`src/rtl/tmds_pkg.sv`:
```
// Shared TMDS constants and types for the DVI capture-path decoder.
package tmds_pkg;

   typedef logic [1:0] ctrl_t;

   localparam logic [9:0] CTRL_00 = 10'b1101010100;
   localparam logic [9:0] CTRL_01 = 10'b0010101011;
   localparam logic [9:0] CTRL_10 = 10'b0101010100;
   localparam logic [9:0] CTRL_11 = 10'b1010101011;

   // Channel index to colour: ch0 blue, ch1 green, ch2 red.
   localparam int CH_BLUE  = 0;
   localparam int CH_GREEN = 1;
   localparam int CH_RED   = 2;

endpackage

```
`src/rtl/tmds_symbol_decode.sv`:
```
// Combinational 10b TMDS symbol decode into control flag, control bits and data byte.
module tmds_symbol_decode
   import tmds_pkg::*;
(
   input  logic [9:0] sym,
   output logic       ctrl,
   output ctrl_t      c,
   output logic [7:0] d
);

   logic [7:0] q;

   always_comb begin
      ctrl = 1'b1;
      c    = 2'b00;
      case (sym)
         CTRL_00: c = 2'b00;
         CTRL_01: c = 2'b01;
         CTRL_10: c = 2'b10;
         CTRL_11: c = 2'b11;
         default: ctrl = 1'b0;
      endcase

      // bit9 flags inverted payload, bit8 selects XOR (1) or XNOR (0) chaining
      q    = sym[9] ? ~sym[7:0] : sym[7:0];
      d    = 8'd0;
      d[0] = q[0];
      for (int i = 1; i < 8; i++) begin
         d[i] = sym[8] ? (q[i] ^ q[i-1]) : ~(q[i] ^ q[i-1]);
      end
   end

endmodule

```
`src/rtl/tmds_video_decoder.sv`:
```
// Three-channel TMDS to RGB decoder with sync recovery, geometry measurement,
// input-stability tracking and channel-disagreement counting.
module tmds_video_decoder
   import tmds_pkg::*;
#(
   parameter logic [23:0] TIMEOUT_CYCLES = 24'd4_000_000,
   parameter int          DIM_W          = 12
)
(
   input  logic             clk,
   input  logic             rst,
   input  logic [9:0]       ch0_sym,
   input  logic [9:0]       ch1_sym,
   input  logic [9:0]       ch2_sym,
   output logic [23:0]      pix_rgb,
   output logic             pix_de,
   output logic             pix_hsync,
   output logic             pix_vsync,
   output logic [DIM_W-1:0] width,
   output logic [DIM_W-1:0] height,
   output logic             stable,
   output logic             frame_start,
   output logic [15:0]      err_cnt
);

   localparam logic [23:0] WD_LAST = TIMEOUT_CYCLES - 24'd1;

   function automatic logic [DIM_W-1:0] sat_inc_dim(input logic [DIM_W-1:0] v);
      return (&v) ? v : v + DIM_W'(1);
   endfunction

   function automatic logic [15:0] sat_inc_err(input logic [15:0] v);
      return (&v) ? v : v + 16'd1;
   endfunction

   logic [2:0][9:0] sym_p1;
   logic            vld_p1;
   logic [2:0]      dec_ctrl;
   logic [2:0][1:0] dec_c;
   logic [2:0][7:0] dec_d;
   logic            unused_c;

   logic [23:0]     rgb_p2;
   logic            de_p2, hsync_p2, vsync_p2, mism_p2;
   logic            de_n, mism_n;

   logic            de_p3, vsync_p3, de_fall, vs_rise;
   logic [DIM_W-1:0] hcnt, last_h, vcnt, new_w, new_h;
   logic [23:0]     wd;

   // Stage 1: register raw symbols
   always_ff @(posedge clk) begin
      if (rst) begin
         vld_p1 <= 1'b0;
         sym_p1 <= '0;
      end else begin
         vld_p1          <= 1'b1;
         sym_p1[CH_BLUE]  <= ch0_sym;
         sym_p1[CH_GREEN] <= ch1_sym;
         sym_p1[CH_RED]   <= ch2_sym;
      end
   end

   for (genvar g = 0; g < 3; g++) begin : g_dec
      tmds_symbol_decode u_dec (
         .sym  (sym_p1[g]),
         .ctrl (dec_ctrl[g]),
         .c    (dec_c[g]),
         .d    (dec_d[g])
      );
   end

   assign unused_c = ^{dec_c[2], dec_c[1]};
   assign de_n     = vld_p1 & ~dec_ctrl[0];
   assign mism_n   = vld_p1 & ((dec_ctrl[1] ^ dec_ctrl[0]) | (dec_ctrl[2] ^ dec_ctrl[0]));

   // Stage 2: decoded pixel, DE and sync; sync holds through active video
   always_ff @(posedge clk) begin
      if (rst) begin
         rgb_p2   <= '0;
         de_p2    <= 1'b0;
         hsync_p2 <= 1'b0;
         vsync_p2 <= 1'b0;
         mism_p2  <= 1'b0;
      end else begin
         de_p2   <= de_n;
         rgb_p2  <= de_n ? {dec_d[CH_RED], dec_d[CH_GREEN], dec_d[CH_BLUE]} : 24'd0;
         mism_p2 <= mism_n;
         if (vld_p1 && dec_ctrl[0]) begin
            hsync_p2 <= dec_c[0][0];
            vsync_p2 <= dec_c[0][1];
         end
      end
   end

   assign pix_rgb   = rgb_p2;
   assign pix_de    = de_p2;
   assign pix_hsync = hsync_p2;
   assign pix_vsync = vsync_p2;

   assign de_fall = de_p3 & ~de_p2;
   assign vs_rise = vsync_p2 & ~vsync_p3;
   // A line ending on the boundary cycle belongs to the frame being closed
   assign new_w   = de_fall ? hcnt : last_h;
   assign new_h   = de_fall ? sat_inc_dim(vcnt) : vcnt;

   // Stage 3: edge detection, geometry, stability watchdog
   always_ff @(posedge clk) begin
      if (rst) begin
         de_p3       <= 1'b0;
         vsync_p3    <= 1'b0;
         frame_start <= 1'b0;
         hcnt        <= '0;
         last_h      <= '0;
         vcnt        <= '0;
         width       <= '0;
         height      <= '0;
         stable      <= 1'b0;
         wd          <= '0;
      end else begin
         de_p3       <= de_p2;
         vsync_p3    <= vsync_p2;
         frame_start <= vs_rise;

         if (de_fall) begin
            last_h <= hcnt;
            hcnt   <= '0;
         end else if (de_p2) begin
            hcnt <= sat_inc_dim(hcnt);
         end

         if (vs_rise) begin
            width  <= new_w;
            height <= new_h;
            vcnt   <= '0;
            stable <= (new_w == width) && (new_h == height) &&
                      (new_w != '0) && (new_h != '0);
            wd     <= '0;
         end else begin
            if (de_fall) vcnt <= sat_inc_dim(vcnt);
            if (wd != TIMEOUT_CYCLES) begin
               wd <= wd + 24'd1;
               if (wd == WD_LAST) stable <= 1'b0;
            end
         end
      end
   end

   always_ff @(posedge clk) begin
      if (rst)          err_cnt <= '0;
      else if (mism_p2) err_cnt <= sat_inc_err(err_cnt);
   end

endmodule

```
`config.mk`:
```
export PLATFORM = sky130hd
export DESIGN_NAME = tmds_video_decoder
export DESIGN_NICKNAME = d
export VERILOG_FILES = /design/src/rtl/tmds_pkg.sv /design/src/rtl/tmds_symbol_decode.sv /design/src/rtl/tmds_video_decoder.sv
export SDC_FILE = /design/constraint.sdc
export NUM_CORES = 1
export LEC_CHECK = 0
export CAP_MARGIN = 20
export CORE_ASPECT_RATIO = 1.5
export CORE_MARGIN = 4
export CORE_UTILIZATION = 55
export CTS_CLUSTER_SIZE = 14
export DETAILED_ROUTE_END_ITERATION = 10
export PLACE_DENSITY = 0.82
export REMOVE_ABC_BUFFERS = 1
export SLEW_MARGIN = 20
export SYNTH_ARGS = -nofsm -noshare
export SYNTH_HDL_FRONTEND = slang
export SYNTH_SLANG_ARGS = --single-unit
export TNS_END_PERCENT = 1
```
`constraint.sdc`:
```
create_clock -name clk -period 4.95 [get_ports clk]
set_input_delay 0.495 -clock clk [delete_from_list [all_inputs] [get_ports clk]]
set_output_delay 0.495 -clock clk [all_outputs]
set_load 0.02 [all_outputs]
```
==> results.sh <==
export IMPL_holdWs_ps=486.5
export IMPL_holdBufCountCts=0
export IMPL_syn_inst=809
export IMPL_fp_dieArea_mm2=0.01498
export IMPL_initial_core_util_pct=56.79
export IMPL_ys_async_sr_fraction_pct=0
export IMPL_crit_required_ps=5300
export IMPL_worst_skew_pair_late_latency_ps=420
export IMPL_postCtsSetupBuffers=0
export IMPL_grt_pass1_wl_um=27430
export IMPL_grt_pass1_vias=5712
export IMPL_drive_gt1_share_pct=5.176
export IMPL_totalPowerFinal_mw=2.818
export IMPL_clock_power_share_pct=44.8
export IMPL_p_comb_share_pct=6.6
export IMPL_synth_seq_area_share_pct=45.47
export IMPL_start_kind="flop"
export IMPL_worstMarginPinSlew_ps=991.8
export IMPL_h_tree_depth=4
export IMPL_critical_path_arrival_ps=2940
export IMPL_placed_area_mm2=0.008255
export IMPL_p_int_mw=2.154
export IMPL_syn_mean_instance_area_um2=8.871
export IMPL_finalNonFillerCells=1064
export IMPL_drt_pre_antenna_iters=5
export IMPL_path_clk_slew_ps=70
export IMPL_drc_errors=0
export IMPL_skew_ps=9.032
export IMPL_hpwl_um=11570
export IMPL_track_usage_pct=22.76
export IMPL_io_pins=101
export IMPL_numPortBuffers=100
export IMPL_antenna_cells=0
export IMPL_post_cts_resize_count=0
export IMPL_cp_max_fo=29
export IMPL_critPathMaxStageDelay_ps=550
export IMPL_wl_um=16450
export IMPL_synth_edf_count=0
export IMPL_rsz0062_at_grt="no"
export IMPL_leakage_nw=3.246
export IMPL_max_freq_mhz=386.1
export IMPL_hold_viol_final=0
export IMPL_clockRootBuffer="clkbuf_16"
export IMPL_synth_distinct_cells=61
export IMPL_slew_viol_final=0
export IMPL_fillers=970
export IMPL_fin_crit_sh_pct=52.32
export IMPL_cp_cell_sequence="nand2b_1, buf_4, mux2i_1, o2111ai_1, a2111oi_0, and4b_1, nand4_1, o21ai_1"
export IMPL_hold_path_class="flop to flop"
export IMPL_crit_type="flop to flop"
export IMPL_cp_end_kind="flop"
export IMPL_setup_viol=0
export IMPL_fin_ws_ps=2360
export IMPL_row_count=50
export IMPL_dp_slack_ps=2313
export IMPL_synthFlopType="dfxtp_1"
export IMPL_power_density_mw_per_mm2=319.5
export IMPL_postLayoutCellArea_mm2=0.008822
export IMPL_crit_slowest_cell="dfxtp_1"
export IMPL_vias=5935
export IMPL_gp_congestion=0.9173
export IMPL_clk_path_buf_depth=2
export IMPL_final_net_count=944
export IMPL_cap_violations=0
export IMPL_ir_drop_mv=0.1917
export IMPL_yosys_warnings=0
export IMPL_routed_via_density=5.578
export IMPL_syn_to_final_growth_pct=22.93
export IMPL_wl_per_cell_um=15.46
export IMPL_dp_cells=1032
export IMPL_ys_ff_latch=163
export IMPL_switching_power_mw=0.6645
export IMPL_first_iter_violations=272
export IMPL_min_period_ps=2590
export IMPL_cts_made_buffers=17
export IMPL_grt_max_degree=53
export IMPL_syn_cell_area_mm2=0.007177
export IMPL_grt_remaining_overflow=0
export IMPL_outcome="complete, no violations"
export IMPL_ant_nets=0
export IMPL_die_height_um=147.9
export IMPL_tns_ps=0
export IMPL_p_seq_share_pct=48.6
export IMPL_slew_headroom_pct=33.70
export IMPL_core_mm2=0.01264
export IMPL_antenna_found_initial=0
export IMPL_switching_share_pct=23.58
export IMPL_cts_sinks=163
export IMPL_tritoncts="done"
export IMPL_postLayoutCoreUtil_pct=69.81
export IMPL_die_x_um=101.3
-- power by group through the flow --
stage	Sequential (mW)	Clock, mW	Combinational, mW
finish	1.37	1.26	0.186
detailed placement	1.40	0	0.185
CTS	1.37	1.28	0.188
global route	1.37	1.34	0.205
floorplan	1.41	0	0.0878
global placement	1.40	0	0.182
-- per-layer routing --
metal | wire, um | track usage [%] | up-vias
met5 | 0 | 0 | -
met4 | 495 | 9.448 | 0
met3 | 836 | 4.297 | 43
met2 | 8539 | 40.27 | 193
met1 | 6577 | 26.40 | 2759
li1 | - | - | 2940
-- final cells by class --
| cell class | count | area (um^2) | share of cell area (%) |
|---|---|---|---|
| inverters | 27 | 101.3 | 1.149 |
| clock inverters | 13 | 123.9 | 1.404 |
| well taps | 156 | 195.2 | 2.212 |
| repair buffers | 105 | 1033 | 11.71 |
| clock buffers | 19 | 442.9 | 5.021 |
| multi-input cells | 581 | 3662 | 41.51 |
| flip-flops and latches | 163 | 3263 | 36.99 |
-- Yosys cell counts, types with 5 or more instances --
cell type | number | share of area, %
xor2_1 | 41 | 5.0
or3_1 | 10 | 0.87
clkbuf_1 | 30 | 1.6
buf_2 | 5 | 0.35
mux2i_1 | 18 | 2.5
nor4_1 | 12 | 1.0
a211oi_1 | 16 | 1.7
nor2b_1 | 38 | 3.3
nand3_1 | 27 | 1.9
o21ai_0 | 18 | 1.3
nand4_1 | 20 | 1.7
nor2_1 | 143 | 7.5
and3_1 | 9 | 0.78
ha_1 | 17 | 3.0
and4_1 | 6 | 0.73
nor3_1 | 13 | 0.91
nand2_1 | 46 | 2.4
dfxtp_1 | 163 | 45
a21oi_1 | 24 | 1.7
inv_1 | 25 | 1.3
o21ai_1 | 5 | 0.35
xnor2_1 | 53 | 6.5
-- sequential cells by signal (all words and copies together) (netlist names) --
register	count
de_p3	1
err_cnt	16
frame_start	1
hcnt	12
height	12
last_h	12
mism_p2	1
pix_de	1
pix_hsync	1
pix_rgb	24
pix_vsync	1
stable	1
sym_p1	30
vcnt	12
vld_p1	1
vsync_p3	1
wd	24
width	12
-- cell families (layout without fill, tap and decap cells) --
group           count (synthesis)  count (layout)  synth area share, %
compound gates                 98              98                9.136
xor+xnor                       95              95                11.80
fa+ha+maj                      17              17                2.964
buf+inv                        65             164                3.539
flops                         163             163                45.47
mux                            20              20                2.859
simple gates                  351             351                24.23
-- worst max-delay path: cells and delay by family, from the launching register on --
family	cells	cell delay, ps
DFF	1	550
muxes	1	320
AOI/OAI and AO/OA	3	720
buffers and inverters	1	340
and+or+nand+nor	3	590
-- worst paths after layout --
check / end / slack (ps) / from / depth (start not counted)
hold / removal: pix_rgb[8] / 490 / sym_p1[19] / 2
setup reg to reg: stable / 2360 / pix_de / 8
setup / recovery: stable / 2360 / pix_de / 8
hold reg to reg: pix_rgb[8] / 490 / sym_p1[19] / 2
-- cells in the final DEF, fill, tap and decap left out, drive strengths merged, types with 3 or more instances in the layout --
master / count
and3: 9
o22ai: 4
inv: 33
nor4bb: 3
a21oi: 24
ha: 17
a211oi: 16
xor2: 41
xnor2: 53
buf: 6
nand4: 21
nand4b: 4
nor4: 13
dfxtp: 163
nor2b: 38
clkinvlp: 3
and2: 4
or3: 10
mux2i: 19
clkinv: 3
nand2b: 4
clkdlybuf4s50: 99
or2: 3
o21ai: 23
nand3: 27
clkbuf: 19
a2111oi: 3
nand2: 46
and4: 6
o221ai: 3
nor2: 143
a41oi: 4
nor3: 13
and4b: 3
Note: power is estimated with default switching activity, not from simulation.
